File: config.mk
export PLATFORM = sky130hd
export DESIGN_NAME = pio_input_debouncer
export DESIGN_NICKNAME = d
export VERILOG_FILES = /design/src/rtl/pio_input_debouncer.sv
export SDC_FILE = /design/constraint.sdc
export NUM_CORES = 1
export LEC_CHECK = 0
export ABC_AREA = 1
export ABC_CLOCK_PERIOD_IN_PS = 3200
export CORE_UTILIZATION = 40
export CTS_BUF_LIST = sky130_fd_sc_hd__clkbuf_8
export CTS_CLUSTER_SIZE = 25
export DETAILED_ROUTE_END_ITERATION = 8
export MAX_ROUTING_LAYER = met4
export PLACE_DENSITY_LB_ADDON = 0.08
export SETUP_SLACK_MARGIN = 0.15
export SLEW_MARGIN = 20
export SYNTH_ARGS = -nofsm -noshare
export SYNTH_HDL_FRONTEND = slang
export SYNTH_SLANG_ARGS = --single-unit
File: constraint.sdc
create_clock -name clk -period 3.2 [get_ports clk]
set_input_delay 0.32 -clock clk [delete_from_list [all_inputs] [get_ports clk]]
set_output_delay 0.32 -clock clk [all_outputs]
set_load 0.02 [all_outputs]
File: src/rtl/pio_input_debouncer.sv
// Input conditioner for the edge-capture PIO. Each channel is synchronised, optionally inverted,
// then filtered on a shared prescaled tick. Clean levels and one-cycle change strobes are presented.
module pio_input_debouncer #(
  parameter int unsigned      WIDTH        = 16,
  parameter int unsigned      TICK_DIV     = 50000,
  parameter int unsigned      STABLE_TICKS = 10,
  parameter logic [WIDTH-1:0] INVERT_MASK  = {WIDTH{1'b0}}
) (
  input  logic             clk,
  input  logic             reset_n,
  input  logic [WIDTH-1:0] raw_in,
  output logic [WIDTH-1:0] data_out,
  output logic [WIDTH-1:0] change_pulse,
  output logic             any_change,
  output logic             tick
);

  localparam int unsigned DivW = (TICK_DIV > 1) ? $clog2(TICK_DIV) : 1;
  localparam int unsigned CntW = (STABLE_TICKS > 1) ? $clog2(STABLE_TICKS) : 1;
  localparam logic [DivW-1:0] DivMax = DivW'(TICK_DIV - 1);
  localparam logic [CntW-1:0] CntMax = CntW'(STABLE_TICKS - 1);

  logic [WIDTH-1:0] sync1_q, sync2_q, norm;
  logic [DivW-1:0]  div_q, div_d;
  logic             tick_q, tick_d;
  logic [WIDTH-1:0] data_q, data_d;
  logic [WIDTH-1:0] pulse_q, pulse_d;
  logic [WIDTH-1:0][CntW-1:0] cnt_q, cnt_d;

  // Synchronisers reset to the inactive raw level so release of reset reads as idle.
  always_ff @(posedge clk or negedge reset_n) begin
    if (!reset_n) begin
      sync1_q <= INVERT_MASK;
      sync2_q <= INVERT_MASK;
    end else begin
      sync1_q <= raw_in;
      sync2_q <= sync1_q;
    end
  end

  assign norm = sync2_q ^ INVERT_MASK;

  // Tick is registered from the next count so it is high while the count sits at DivMax.
  always_comb begin
    div_d  = (div_q == DivMax) ? '0 : div_q + 1'b1;
    tick_d = (div_d == DivMax);
  end

  always_ff @(posedge clk or negedge reset_n) begin
    if (!reset_n) begin
      div_q  <= '0;
      tick_q <= 1'b0;
    end else begin
      div_q  <= div_d;
      tick_q <= tick_d;
    end
  end

  // Any cycle back at the current level restarts that channel's count.
  always_comb begin
    data_d  = data_q;
    pulse_d = '0;
    cnt_d   = cnt_q;
    for (int i = 0; i < int'(WIDTH); i++) begin
      if (norm[i] == data_q[i]) begin
        cnt_d[i] = '0;
      end else if (tick_q) begin
        if (cnt_q[i] == CntMax) begin
          data_d[i]  = norm[i];
          cnt_d[i]   = '0;
          pulse_d[i] = 1'b1;
        end else begin
          cnt_d[i] = cnt_q[i] + 1'b1;
        end
      end
    end
  end

  always_ff @(posedge clk or negedge reset_n) begin
    if (!reset_n) begin
      data_q  <= '0;
      pulse_q <= '0;
      cnt_q   <= '0;
    end else begin
      data_q  <= data_d;
      pulse_q <= pulse_d;
      cnt_q   <= cnt_d;
    end
  end

  assign data_out     = data_q;
  assign change_pulse = pulse_q;
  assign any_change   = |pulse_q;
  assign tick         = tick_q;

endmodule

Yosys cells after proc, flatten, opt, wreduce, memory -nomap -nowiden
Index checks and enable logic that the tools add are counted.
{ "word_totals": {"register_bits": 145, "out_inout_bits": 34, "wordCells": 234} }
{ "op_classes": {"add_sub_neg": 17, "n_eq_ne": 34, "muxes": 97, "bitwise_logic": 16, "n_reduce_logical": 33} }
{ "ops": {"columns": ["cell", "n"], "rows": [
  ["2-to-1 mux 4 bit", 48],
  ["adder 4 x 1 -> 4 bit, second input constant", 16],
  ["== test 4 bit, second input constant", 16],
  ["2-to-1 mux 1 bit", 48],
  ["AND reduction 3 bit", 16],
  ["== test 16 bit, second input constant", 2],
  ["nonzero test 2 bit", 16],
  ["adder 16 x 1 -> 16 bit, second input constant", 1],
  ["== test 1 bit", 16],
  ["2-to-1 mux 16 bit", 1],
  ["NOT 1 bit", 16],
  ["OR reduction 16 bit", 1]
]} }

Depth between registers and ports, before layout
{ "logic_depth": {"depth_word": 4, "ltp_mapped": 11} }

Worst setup path before layout
Ideal clock, no wire load.
{ "synth_path": {"kind": "reg-to-reg", "from": "register div_q[0]", "to": "register tick_q (netlist: tick)", "setup_time_ns": 0.071, "arrival_time_ns": 1.399, "t_required_ns": 3.129, "setup_slack_ns": 1.730, "path_stages_with_launch": 11, "path_buffers": 0, "period_less_slack_ns": 1.470, "path_cell_list": "dfrtp_1 -> ha_1 -> nand3_2 -> inv_1 -> nand3_2 -> or2_0 -> nand2_1 -> nand2_1 -> nor2_1 -> nand2_1 -> nor2_1"} }
{ "synth_via": {"elab_chain_cells": 3, "word_cells_on_any_way": 4} }
{ "synth_rtl": {"columns": ["element", "line_no", "text"], "rows": [
  ["from (decl)", "24", "logic [DivW-1:0] div_q, div_d;"],
  ["from (signal assigned)", "54", "div_q <= div_d;"],
  ["adder 16 x 1 -> 16 bit or == test 16 bit (tied branches)", "45", "div_d = (div_q == DivMax) ? '0 : div_q + 1'b1;"],
  ["2-to-1 mux 16 bit (*)", "45", null],
  ["== test 16 bit (*)", "46", "tick_d = (div_d == DivMax);"],
  ["via tick_d", "25", "logic tick_q, tick_d;"],
  ["to (signal assigned)", "55", "tick_q <= tick_d;"],
  ["to (decl)", "25", null]
]} }
Mark *: on every way through the listed nets, which the timed path passes. The rest lies on a longest branch.
A chain may end at the register's enable or synchronous reset.

Worst setup path in the final report
{ "layout_path": {"from": "register pulse_q[9] (netlist: change_pulse[9])", "to": "output port any_change"} }
{ "layout_via": {"elab_chain_cells": 1} }
{ "layout_rtl": {"columns": ["element", "line_no", "text"], "rows": [
  ["from (decl)", "27", "logic [WIDTH-1:0] pulse_q, pulse_d;"],
  ["from (signal assigned)", "86", "pulse_q <= pulse_d;"],
  ["OR reduction 16 bit", "93", "assign any_change = |pulse_q;"],
  ["to (decl)", "14", "output logic any_change,"]
]} }
No other way between the ends.

==> impl_metrics.csv <==
group,metric,value,unit
outcome,status,"finished, final reports clean",
yosys,synth_mux_area_frac,0,
cells_and_area,areaGrowthSynthToFinish,18.7,%
cells_and_area,final_common_cell,"dfrtp_1",
yosys,synth_edf_count,0,
power_and_ir_drop,power.internal,2.68,mW
yosys,yosysWarnings,0,
yosys,synth_xor_xnor_area_share,0.0433,
yosys,synth-main-ff-cell,"dfrtp_1",
power_and_ir_drop,clockPowerShare,0.434,
drt,avgViaCountPerCell,4.94,
cts,cts_setup_buffers,0,
drt,vias,4818,
floorplan,row_count,46,
cts,clk_pin_slew,0.09,ns
cells_and_area,drive_above_1_share,0.0763,
cells_and_area,n_antenna_cell,0,
cts,clock_sinks,145,
worst_setup_path,worstPathArrival,2.14,ns
yosys,yosys.area_share.simple,0.202,
floorplan,top_level_ports,52,
cells_and_area,final_cell_mix,"dfrtp_1, nand2_1, inv_1, nand3_1, clkdlybuf4s50_1",
floorplan,start_util,0.409,
cts,clockBufferDepth,2,
cts,insertion_delay,0.44,ns
cells_and_area,final.fill_count,1453,
drt,route.detailed.drc,0,
cts,tritoncts,"done",
min_path,hold_class,"in2reg",
yosys,ys_seq_elements,145,
placement,dp.cells,943,
global_route,grt_busiest_layer,"met2",
power_and_ir_drop,pwr_density_cell,450,nW/um^2
sta,finalHoldViolations,0,
placement,hpwl,8.47,mm
sta,fin_crit_sh,0.770,
power_and_ir_drop,comb_power_share,0.027,
worst_setup_path,cpPeakStageDelay,0.59,ns
drt,drt_iter0_markers,250,
floorplan,fp.dieArea,16700,sq um
drt,wl_per_cell,12.7,microns
sta,rsz0062_at_grt,"no",
global_route,use_met3,0.0434,
yosys,synthAdderAreaFrac,0.0599,
sta,drv_slew,0,
yosys,synth_fp_nets,729,
power_and_ir_drop,leakagePower,3.56,nW
sta,finalSetupViolations,0,
global_route,use_met1,0.198,
global_route,grt_pass1_vias,4618,
placement,io_buffer_count,51,
sta,tightestPinTransition,0.684,ns
yosys,syn_inst,680,
cts,cts_root_buf,"clkbuf_8",
floorplan,die_w,129,microns
worst_setup_path,worstSetupStartpointType,"flop",
worst_setup_path,crit_slowest_cell,"clkdlybuf4s50_1",
worst_setup_path,crit_fanout,2,
sta,layout_min_cycle_time,2.46,ns
power_and_ir_drop,pwr-share-seq,0.538,
cells_and_area,fin_util,0.486,
yosys,netlist-cell-type-count,31,
yosys,synth_top_family_by_area,"simple AND/OR/NAND/NOR gates",
floorplan,core-area,15800,sq um
power_and_ir_drop,peakVddDrop,0.337,mV
global_route,grt_pass1_wl,21.1,mm
drt,wirelength,12.4,mm
sta,worst_slack,0.737,ns
cts,htreeDepth,4,
worst_setup_path,critPathCaptureType,"output port",
yosys,synth_compound_area_frac,0.0752,
cts,cts_hold_buffers,1,
drt,final_antenna_net_count,0,
drt,drtPass1Iterations,5,
sta,skew,0.0116,ns
global_route,globalRouteOverflowTotal,0,
global_route,grt_util_met2,0.272,
yosys,syn_area,6470,sq um
cts,numCtsBuffers,17,
power_and_ir_drop,netSwitchingPower,0.783,mW
yosys,ys_seq_area_frac,0.560,
sta,fin_setup_tns,0,ns
placement,gp_congestion,0.885,
global_route,antenna_found_initial,0,
sta,slew_headroom,0.544,
worst_setup_path,cp.required,2.88,ns
cells_and_area,final_nets,796,
global_route,grt_usage,0.168,
sta,fmax,406,MHz
worst_setup_path,critPathKind,"reg2out",
placement,pre_cts_ws,1.16,ns
yosys,async_reset_ff_frac,1.00,
yosys,avgSynthCellArea,9.52,sq um
cells_and_area,final_cells,976,
global_route,grt_max_degree,74,
floorplan,die_h,129,microns
cts,post_cts_resize_count,0,
run,cap_violations,0,
power_and_ir_drop,switching_share,0.226,
worst_setup_path,cp_cell_sequence,"nor4_1 > nand4_1 > clkdlybuf4s50_1",
-- synth_stat cells (all sizes together) (3+ instances only) --
library cell	instances	share of area
nor2	36	0.022
o21ai	47	0.036
ha	31	0.060
xnor2	15	0.020
xor2	17	0.023
inv	93	0.054
nand4	6	0.0058
dfrtp	145	0.56
nor3	18	0.016
or2	17	0.016
o22ai	30	0.029
nor4	4	0.0039
nand2	112	0.065
clkbuf	3	0.0017
buf	5	0.0033
nand3	91	0.072
a21oi	3	0.0023
-- logic make-up (layout without fill, tap and decap cells) --
group / count (synthesis) / in the layout
fa+ha+maj: 31 / 31
simple gates: 285 / 285
compound gates: 86 / 86
flops: 145 / 145
buf+inv: 101 / 181
xor+xnor: 32 / 32
-- worst paths after layout --
check	start	end	slack (ns)	cells past startpoint
max	change_pulse[9]	any_change	0.74	3
min	raw_in[0]	sync1_q[0]	0.30	1
max reg2reg	tick	data_out[12]	1.48	5
min reg2reg	sync1_q[3]	norm[3]	0.35	0
max in group asynchronous	reset_n	cnt_q[41]	1.97	3
min in group asynchronous	reset_n	cnt_q[58]	0.45	2
-- flip-flops by register name, indices dropped and copies added (netlist names) --
name          count
div_q            16
tick              1
change_pulse     16
sync1_q          16
cnt_q            64
norm             16
data_out         16
-- metal layers --
layer | routed length (microns) | vias up
met2 | 5930 | 91
met5 | 0 | -
li1 | - | 2381
met1 | 5650 | 2330
met4 | 231 | 0
met3 | 612 | 16
-- power by group through the flow --
stage / clock (mW) / combinational, mW / sequential [mW]
floorplan: 0 / 0.0294 / 1.89
global route: 1.64 / 0.111 / 1.86
finish: 1.50 / 0.0951 / 1.86
CTS: 1.57 / 0.100 / 1.86
global placement: 0 / 0.0972 / 1.90
detailed placement: 0 / 0.0981 / 1.90
-- stage by stage --
| stage | power, mW | instance area, sq um | hold slack (ns) |
|---|---|---|---|
| 2_1_floorplan | 1.92 | 6470 | 0.0244 |
| 3_3_place_gp | 1.99 | 7270 | 0.334 |
| 3_5_place_dp | 2.00 | 7270 | 0.335 |
| 4_1_cts | 3.53 | 7690 | 0.259 |
| 5_1_grt | 3.61 | 7690 | 0.274 |
| 6_report | 3.46 | 7690 | 0.304 |
-- worst max-delay path, delay by kind of cell (launching register included) --
| family | cells | cell delay (ns) |
|---|---|---|
| buffers and inverters | 1 | 0.59 |
| AND/OR/NAND/NOR | 2 | 0.73 |
| flip-flops | 1 | 0.38 |
-- cell type report --
class                   count  area, sq um  share of cell area
flip-flops and latches    145         3630               0.472
multi-input cells         434         2460               0.320
repair buffers             56          564              0.0734
inverters                  93          349              0.0454
well taps                 216          270              0.0352
clock buffers              18          248              0.0322
clock inverters            14          164              0.0213
Power figures use the tool's default switching activity.
